## src/rtl/maze_pkg.sv

```systemverilog
// rtl/maze_pkg.sv - shared types and widths for the maze command sequencer
package maze_pkg;

  localparam int HDNG_W = 12;

  // Opcode lives in cmd[15:13]; any value with the top bit set is illegal.
  typedef enum logic [2:0] {
    OP_CAL   = 3'b000,
    OP_HDNG  = 3'b001,
    OP_MOVE  = 3'b010,
    OP_SOLVE = 3'b011
  } opcode_t;

  typedef enum logic [2:0] {
    S_IDLE,
    S_EXEC,
    S_WAIT_CAL,
    S_WAIT_MV,
    S_WAIT_SOL,
    S_RESP
  } seq_state_t;

  function automatic logic op_is_legal(input logic [2:0] op);
    return ~op[2];
  endfunction

endpackage

```

## src/rtl/maze_cmd_seq.sv

```systemverilog
// rtl/maze_cmd_seq.sv - host command sequencer and heading/move ownership mux
module maze_cmd_seq
  import maze_pkg::*;
#(
  parameter logic [7:0] RESP_ACK = 8'hA5,
  parameter logic [7:0] RESP_NAK = 8'hEE
) (
  input  logic              clk,
  input  logic              rst_n,
  input  logic [15:0]       cmd,
  input  logic              cmd_rdy,
  output logic              clr_cmd_rdy,
  output logic              strt_cal,
  input  logic              cal_done,
  output logic              strt_hdng,
  output logic [HDNG_W-1:0] dsrd_hdng,
  output logic              strt_mv,
  output logic              stp_lft,
  output logic              stp_rght,
  input  logic              mv_cmplt,
  output logic              cmd_md,
  output logic              cmd0,
  input  logic              sol_cmplt,
  input  logic              slv_strt_hdng,
  input  logic [HDNG_W-1:0] slv_dsrd_hdng,
  input  logic              slv_strt_mv,
  output logic              send_resp,
  output logic [7:0]        resp
);

  seq_state_t        state_q;
  logic [2:0]        op_q;
  logic [HDNG_W-1:0] hdng_q;
  logic              stp_lft_q;
  logic              stp_rght_q;
  logic              cmd0_q;
  logic              cmd_md_q;
  logic              strt_cal_q;
  logic              strt_hdng_q;
  logic              strt_mv_q;
  logic              send_resp_q;
  logic [7:0]        resp_q;
  logic              unused_cmd_bit;

  assign unused_cmd_bit = cmd[12];

  // Acknowledge in the same cycle the command is seen, so the wrapper drops cmd_rdy promptly.
  assign clr_cmd_rdy = (state_q == S_IDLE) && cmd_rdy;

  // Start pulses are set on acceptance so they land in the EXEC cycle, one after clr_cmd_rdy.
  always_ff @(posedge clk or negedge rst_n) begin
    if (!rst_n) begin
      state_q     <= S_IDLE;
      op_q        <= 3'b000;
      hdng_q      <= '0;
      stp_lft_q   <= 1'b0;
      stp_rght_q  <= 1'b0;
      cmd0_q      <= 1'b0;
      cmd_md_q    <= 1'b1;
      strt_cal_q  <= 1'b0;
      strt_hdng_q <= 1'b0;
      strt_mv_q   <= 1'b0;
      send_resp_q <= 1'b0;
      resp_q      <= RESP_ACK;
    end else begin
      strt_cal_q  <= 1'b0;
      strt_hdng_q <= 1'b0;
      strt_mv_q   <= 1'b0;
      send_resp_q <= 1'b0;
      case (state_q)
        S_IDLE: begin
          if (cmd_rdy) begin
            op_q    <= cmd[15:13];
            state_q <= S_EXEC;
            case (cmd[15:13])
              OP_CAL:  strt_cal_q <= 1'b1;
              OP_HDNG: begin
                hdng_q      <= cmd[HDNG_W-1:0];
                strt_hdng_q <= 1'b1;
              end
              OP_MOVE: begin
                stp_lft_q  <= cmd[1];
                stp_rght_q <= cmd[0];
                strt_mv_q  <= 1'b1;
              end
              OP_SOLVE: cmd0_q <= cmd[0];
              default: ;
            endcase
          end
        end
        S_EXEC: begin
          if (!op_is_legal(op_q)) begin
            resp_q      <= RESP_NAK;
            send_resp_q <= 1'b1;
            state_q     <= S_RESP;
          end else begin
            case (op_q)
              OP_CAL:   state_q <= S_WAIT_CAL;
              OP_SOLVE: begin
                state_q  <= S_WAIT_SOL;
                cmd_md_q <= 1'b0;
              end
              default:  state_q <= S_WAIT_MV;
            endcase
          end
        end
        S_WAIT_CAL: begin
          if (cal_done) begin
            send_resp_q <= 1'b1;
            state_q     <= S_RESP;
          end
        end
        S_WAIT_MV: begin
          if (mv_cmplt) begin
            send_resp_q <= 1'b1;
            state_q     <= S_RESP;
          end
        end
        S_WAIT_SOL: begin
          if (sol_cmplt) begin
            send_resp_q <= 1'b1;
            cmd_md_q    <= 1'b1;
            state_q     <= S_RESP;
          end
        end
        S_RESP: begin
          resp_q   <= RESP_ACK;
          cmd_md_q <= 1'b1;
          state_q  <= S_IDLE;
        end
        default: state_q <= S_IDLE;
      endcase
    end
  end

  // While the solver owns the datapath its requests pass straight through; stops follow affinity.
  always_comb begin
    strt_hdng = strt_hdng_q;
    dsrd_hdng = hdng_q;
    strt_mv   = strt_mv_q;
    stp_lft   = stp_lft_q;
    stp_rght  = stp_rght_q;
    if (!cmd_md_q) begin
      strt_hdng = slv_strt_hdng;
      dsrd_hdng = slv_dsrd_hdng;
      strt_mv   = slv_strt_mv;
      stp_lft   = cmd0_q;
      stp_rght  = ~cmd0_q;
    end
  end

  assign strt_cal  = strt_cal_q;
  assign cmd_md    = cmd_md_q;
  assign cmd0      = cmd0_q;
  assign send_resp = send_resp_q;
  assign resp      = resp_q;

endmodule
```

## config.mk

```make
export PLATFORM = sky130hd
export DESIGN_NAME = maze_cmd_seq
export DESIGN_NICKNAME = d
export VERILOG_FILES = /design/src/rtl/maze_pkg.sv /design/src/rtl/maze_cmd_seq.sv
export SDC_FILE = /design/constraint.sdc
export NUM_CORES = 1
export LEC_CHECK = 0
export CAP_MARGIN = 20
export CORE_MARGIN = 4
export CORE_UTILIZATION = 35
export CTS_BUF_LIST = sky130_fd_sc_hd__clkbuf_4 sky130_fd_sc_hd__clkbuf_8
export DETAILED_ROUTE_END_ITERATION = 10
export HOLD_SLACK_MARGIN = 0.05
export PLACE_DENSITY = 0.76
export SYNTH_ARGS = -nofsm -noshare
export SYNTH_HDL_FRONTEND = slang
export SYNTH_SLANG_ARGS = --single-unit
export TNS_END_PERCENT = 20
```

## constraint.sdc

```tcl
create_clock -name clk -period 1.7 [get_ports clk]
set_input_delay 0.255 -clock clk [delete_from_list [all_inputs] [get_ports clk]]
set_output_delay 0.255 -clock clk [all_outputs]
set_load 0.03 [all_outputs]
```

; ---- Word-level counts from Yosys, hierarchy flattened
; Index checks and enable logic that the tools add are counted.
[classes]
reduce_logical = 13
bitwise_logic = 1
n_mux = 32
eq_ne = 16
[ops]
columns = op, n
row1 = two-way mux 1 bit, 20
row2 = one-hot mux 8 bit (2 select lines), 1
row3 = "equality test 3 x 2 -> 1 bit, second input constant", 5
row4 = two-way mux 3 bit, 5
row5 = one-hot mux 3 bit (5 select lines), 1
row6 = "!= test 2 bit, second input constant", 7
row7 = two-way mux 12 bit, 1
row8 = logical NOT 3 bit, 3
row9 = AND reduction 3 bit, 3
row10 = two-way mux 8 bit, 1
row11 = AND reduction 4 bit, 2
row12 = "equality test 3 x 1 -> 1 bit, second input constant", 2
row13 = "equality test 3 bit, second input constant", 2
row14 = one-hot mux 3 bit (2 select lines), 1
row15 = one-hot mux 1 bit (4 select lines), 1
row16 = AND reduction 2 bit, 2
row17 = one-hot mux 1 bit (3 select lines), 1
row18 = nonzero test 3 bit, 1
row19 = nonzero test 2 bit, 1
row20 = logical AND 1 bit, 1
row21 = NOT 1 bit, 1
[word_totals]
ff_bits = 34
output_inout_bits = 29

; ---- Logic depth before layout (Yosys ltp)
[depth]
ltp_word = 4
depth_mapped = 4

; ---- Worst setup path before layout
; OpenSTA, ideal clock, no wires.
[synth_path]
kind = flip-flop to flip-flop
from = reg state_q[1]
to = reg hdng_q[10]
period_less_slack_ns = 2.014
n_path_buf = 1
setup_slack_ns = -0.314
path_stages_with_launch = 5
t_arrival_ns = 1.889
cell_sequence = dfrtp_1 nor4b_4 and4bb_4 buf_12 mux2_4
[synth_via]
elab_chain_len = 2
[synth_lines]
columns = item, line
row1 = start: declaration, maze_cmd_seq.sv:31  ; seq_state_t state_q;
row2 = start signal: assignment, maze_cmd_seq.sv:53  ; state_q <= S_IDLE;
row3 = start signal: assignment, maze_cmd_seq.sv:74  ; state_q <= S_EXEC;
row4 = start signal: assignment, maze_cmd_seq.sv:95  ; state_q <= S_RESP;
row5 = logical NOT 3 bit, maze_cmd_seq.sv:70  ; case (state_q)
row6 = AND reduction 3 bit (no source line), n/a
row7 = end signal: assignment, maze_cmd_seq.sv:78  ; hdng_q <= cmd[HDNG_W-1:0];
row8 = end: declaration, maze_cmd_seq.sv:33  ; logic [HDNG_W-1:0] hdng_q;
; No other way between the ends.
; A chain may end at the register's enable or synchronous reset.

; ---- Worst setup path in the final report
[layout_path]
from = reg cmd_md_q, in the netlist cmd_md
to = out dsrd_hdng[5]
[layout_via]
elab_chain_len = 1
[layout_lines]
columns = item, line
row1 = start: declaration, maze_cmd_seq.sv:37  ; logic cmd_md_q;
row2 = start signal: assignment, maze_cmd_seq.sv:59  ; cmd_md_q <= 1'b1;
row3 = start signal: assignment, maze_cmd_seq.sv:101  ; cmd_md_q <= 1'b0;
row4 = start signal: assignment, maze_cmd_seq.sv:122  ; cmd_md_q <= 1'b1;
row5 = two-way mux 12 bit, maze_cmd_seq.sv:143  ; if (!cmd_md_q) begin
row6 = end: declaration, maze_cmd_seq.sv:16  ; output logic [HDNG_W-1:0] dsrd_hdng,
; No other way between the ends.

==> impl_metrics.toml <==
[run_status]
status = "complete, but fails checks"
violations = "negative setup slack"

[synthesis]
synth_commonest_cells = "26 x dfrtp_1, 24 x mux2_2, 9 x mux2_4, 6 x buf_4, 5 x nand2_1"
synth_top_cell_by_area = "dfrtp_1"
syn_area_um2 = 1470
postSynthCellCount = 115
syn_area_per_cell_um2 = 12.8
yosysMostFrequentCell = "dfrtp_1"
yosysSeqAreaShare_pct = 47.7
synth_top_flop_cell = "dfrtp_1"
yosysUniqueCellTypes = 33
synth_seq_cells = 28
synth_top_cell_area_share_pct = 44.2
synth_top_cells_by_area = "dfrtp_1 44%, mux2_2 18%, mux2_4 9.2%"
synthArstFlopShare_pct = 100
synth_edf_count = 0
ys_warn_count = 0

[placement]
dpl_cell_area_um2 = 2160
portBuffers = 59
place_congestion = 0.823
dp_hpwl_mm = 2.69

[finish]
drive_above_1_share_pct = 40.3
syn_to_final_growth_pct = 52.0
fillCellCount = 348
antennaDiodeCount = 0
fin_nets = 218
ff_latch_area_um2 = 703
final_cell_area_um2 = 2240
multi_input_area_um2 = 684

[floorplan]
chipWidth_um = 72.9
dieArea_um2 = 5310
rows = 23
ios = 65
die_y_um = 72.9
core-area_um2 = 4030
start_util_pct = 36.6

[power_and_ir_drop]
peakVddDrop_uv = 922
power.leakage_nw = 1.01
p_per_area_nw_per_um2 = 1890

[detailed_routing]
first_pass_iters = 4
drt_iter0_markers = 54
drt-wirelength-per-cell_um = 15.2
via_per_inst = 4.87
vias = 1124
route.detailed.drc = 0
ant_nets = 0
drt_wl_total_mm = 3.50

[timing]
period_needed_ps = 1720
timing.final.crit_share_pct = 101
setup_ws_ps = -19.7
rsz0062_at_grt = "true"
fmax_mhz = 581
finalMaxSlewViolations = 0
setup_violations = 15
whs_ps = 362
hold_viol_final = 0
skew_ps = 1.25

[clock_tree]
clock_latency_ps = 260
cts_root_buf = "clkbuf_8"
clkSlewWorstSetupHoldPaths_ps = 90
htree_levels = 1
cts_sinks = 28
clockBufferDepth = 2
numCtsBuffers = 3
cts_tree = "done"

[setup_path]
worst_ep_required_time_ps = 1440
endpoint_kind = "output pin"
cp_max_fo = 17
critPathKind = "flip-flop to output pin"
start_kind = "flip-flop"
worst_r2r_path_depth = 4
crit_arrival_ps = 1460

[run]
cap_violations = 0

[worst_hold_path]
hold_path.class = "input pin to asynchronous set/reset pin"

[global_routing]
antenna_found_initial = 0
grt_max_degree = 29
grt_pass1_wl_mm = 5.93
grt_pass1_vias = 1276
grt_overflow = 0
grtUsageTotal_pct = 14.3
==> worst max-delay path, cell delays in order, from the launching register on <==
cell     delay, ps
dfstp_2        550
buf_12         150
mux2_2         350
buf_6          140
==> flip-flops by register name, summed over array words and instances, names as in the netlist <==
name and flops:
cmd0 1, cmd_md 1, hdng_q 12, op_q 3
resp 2, send_resp 1, state_q 3, stp_lft_q 1
stp_rght_q 1, strt_cal 1, strt_hdng_q 1, strt_mv_q 1
==> cell families (layout without fill, tap and decap cells) <==
kind of cell	count (synthesis)	count (layout)	share of synthesized area, %
DFF	28	28	47.7
buffers and inverters	14	78	6.29
muxes	34	34	28.2
and+or+nand+nor	20	20	9.35
AOI/OAI and AO/OA	16	16	7.31
xor gates and xnor gates	1	1	0.595
other	2	4	0.510
==> power breakdown <==
group | internal [mW] | total [mW] | switching, mW
registers | 0.985 | 1.21 | 0.226
logic | 1.34 | 2.62 | 1.29
clock network | 0.207 | 0.400 | 0.193
==> cell usage in the layout, fill, tap and decap left out, drive strengths merged, types with 4 or more instances in the layout <==
cell / count
nor2: 4
mux2: 33
clkbuf: 4
nand2: 5
buf: 31
clkdlybuf4s50: 39
conb: 4
dfrtp: 26
==> per-stage QoR <==
stage | util [%] | TNS (ps) | worst slack [ps] | total power [mW] | std cells
floorplan | - | -5610 | -283 | 2.82 | 117
finish | 55.6 | -215 | -19.7 | 4.24 | 231
global placement | 53.5 | -4200 | -168 | 3.68 | 226
detailed placement | 53.5 | -4670 | -191 | 3.76 | 226
CTS | 55.5 | -416 | -32.0 | 4.28 | 231
global route | 55.6 | -1230 | -85.7 | 4.52 | 231
==> worst paths after layout <==
| check | start | end | slack (ps) |
|---|---|---|---|
| worst min-delay path | rst_n | resp[3] | 360 |
| min in group clk | hdng_q[1] | hdng_q[1] | 520 |
| worst max-delay path | cmd_md | dsrd_hdng[5] | -20 |
| max in group asynchronous | rst_n | cmd_md | 1030 |
| worst max register to register | state_q[0] | hdng_q[0] | 70 |
| worst min register to register | hdng_q[1] | hdng_q[1] | 520 |
==> layer usage <==
| layer | global-route usage (%) | part of all wire, % | vias up |
|---|---|---|---|
| li1 | - | - | 530 |
| met4 | 4.92 | 0.69 | 0 |
| met1 | 16.9 | 40 | 535 |
| met3 | 5.65 | 11 | 2 |
| met2 | 23.6 | 48 | 57 |
| met5 | 0 | 0 | - |
==> cell type report <==
cell class | count | area share (%)
Clock buffer | 4 | 2.46
Sequential cell | 28 | 31.4
Inverter | 2 | 0.335
Timing Repair Buffer | 72 | 32.4
Multi-Input combinational cell | 75 | 30.6
Tap cell | 50 | 2.79
==> timing repair <==
item,4_1_cts,5_1_grt
endpoints found under the hold margin,0,0
setup endpoints to repair,16,18
gates resized for setup,106,1
gates cloned,0,0
hold buffers,0,0
buffers inserted,1,0
No activity file was read; power rests on OpenSTA's default activity.
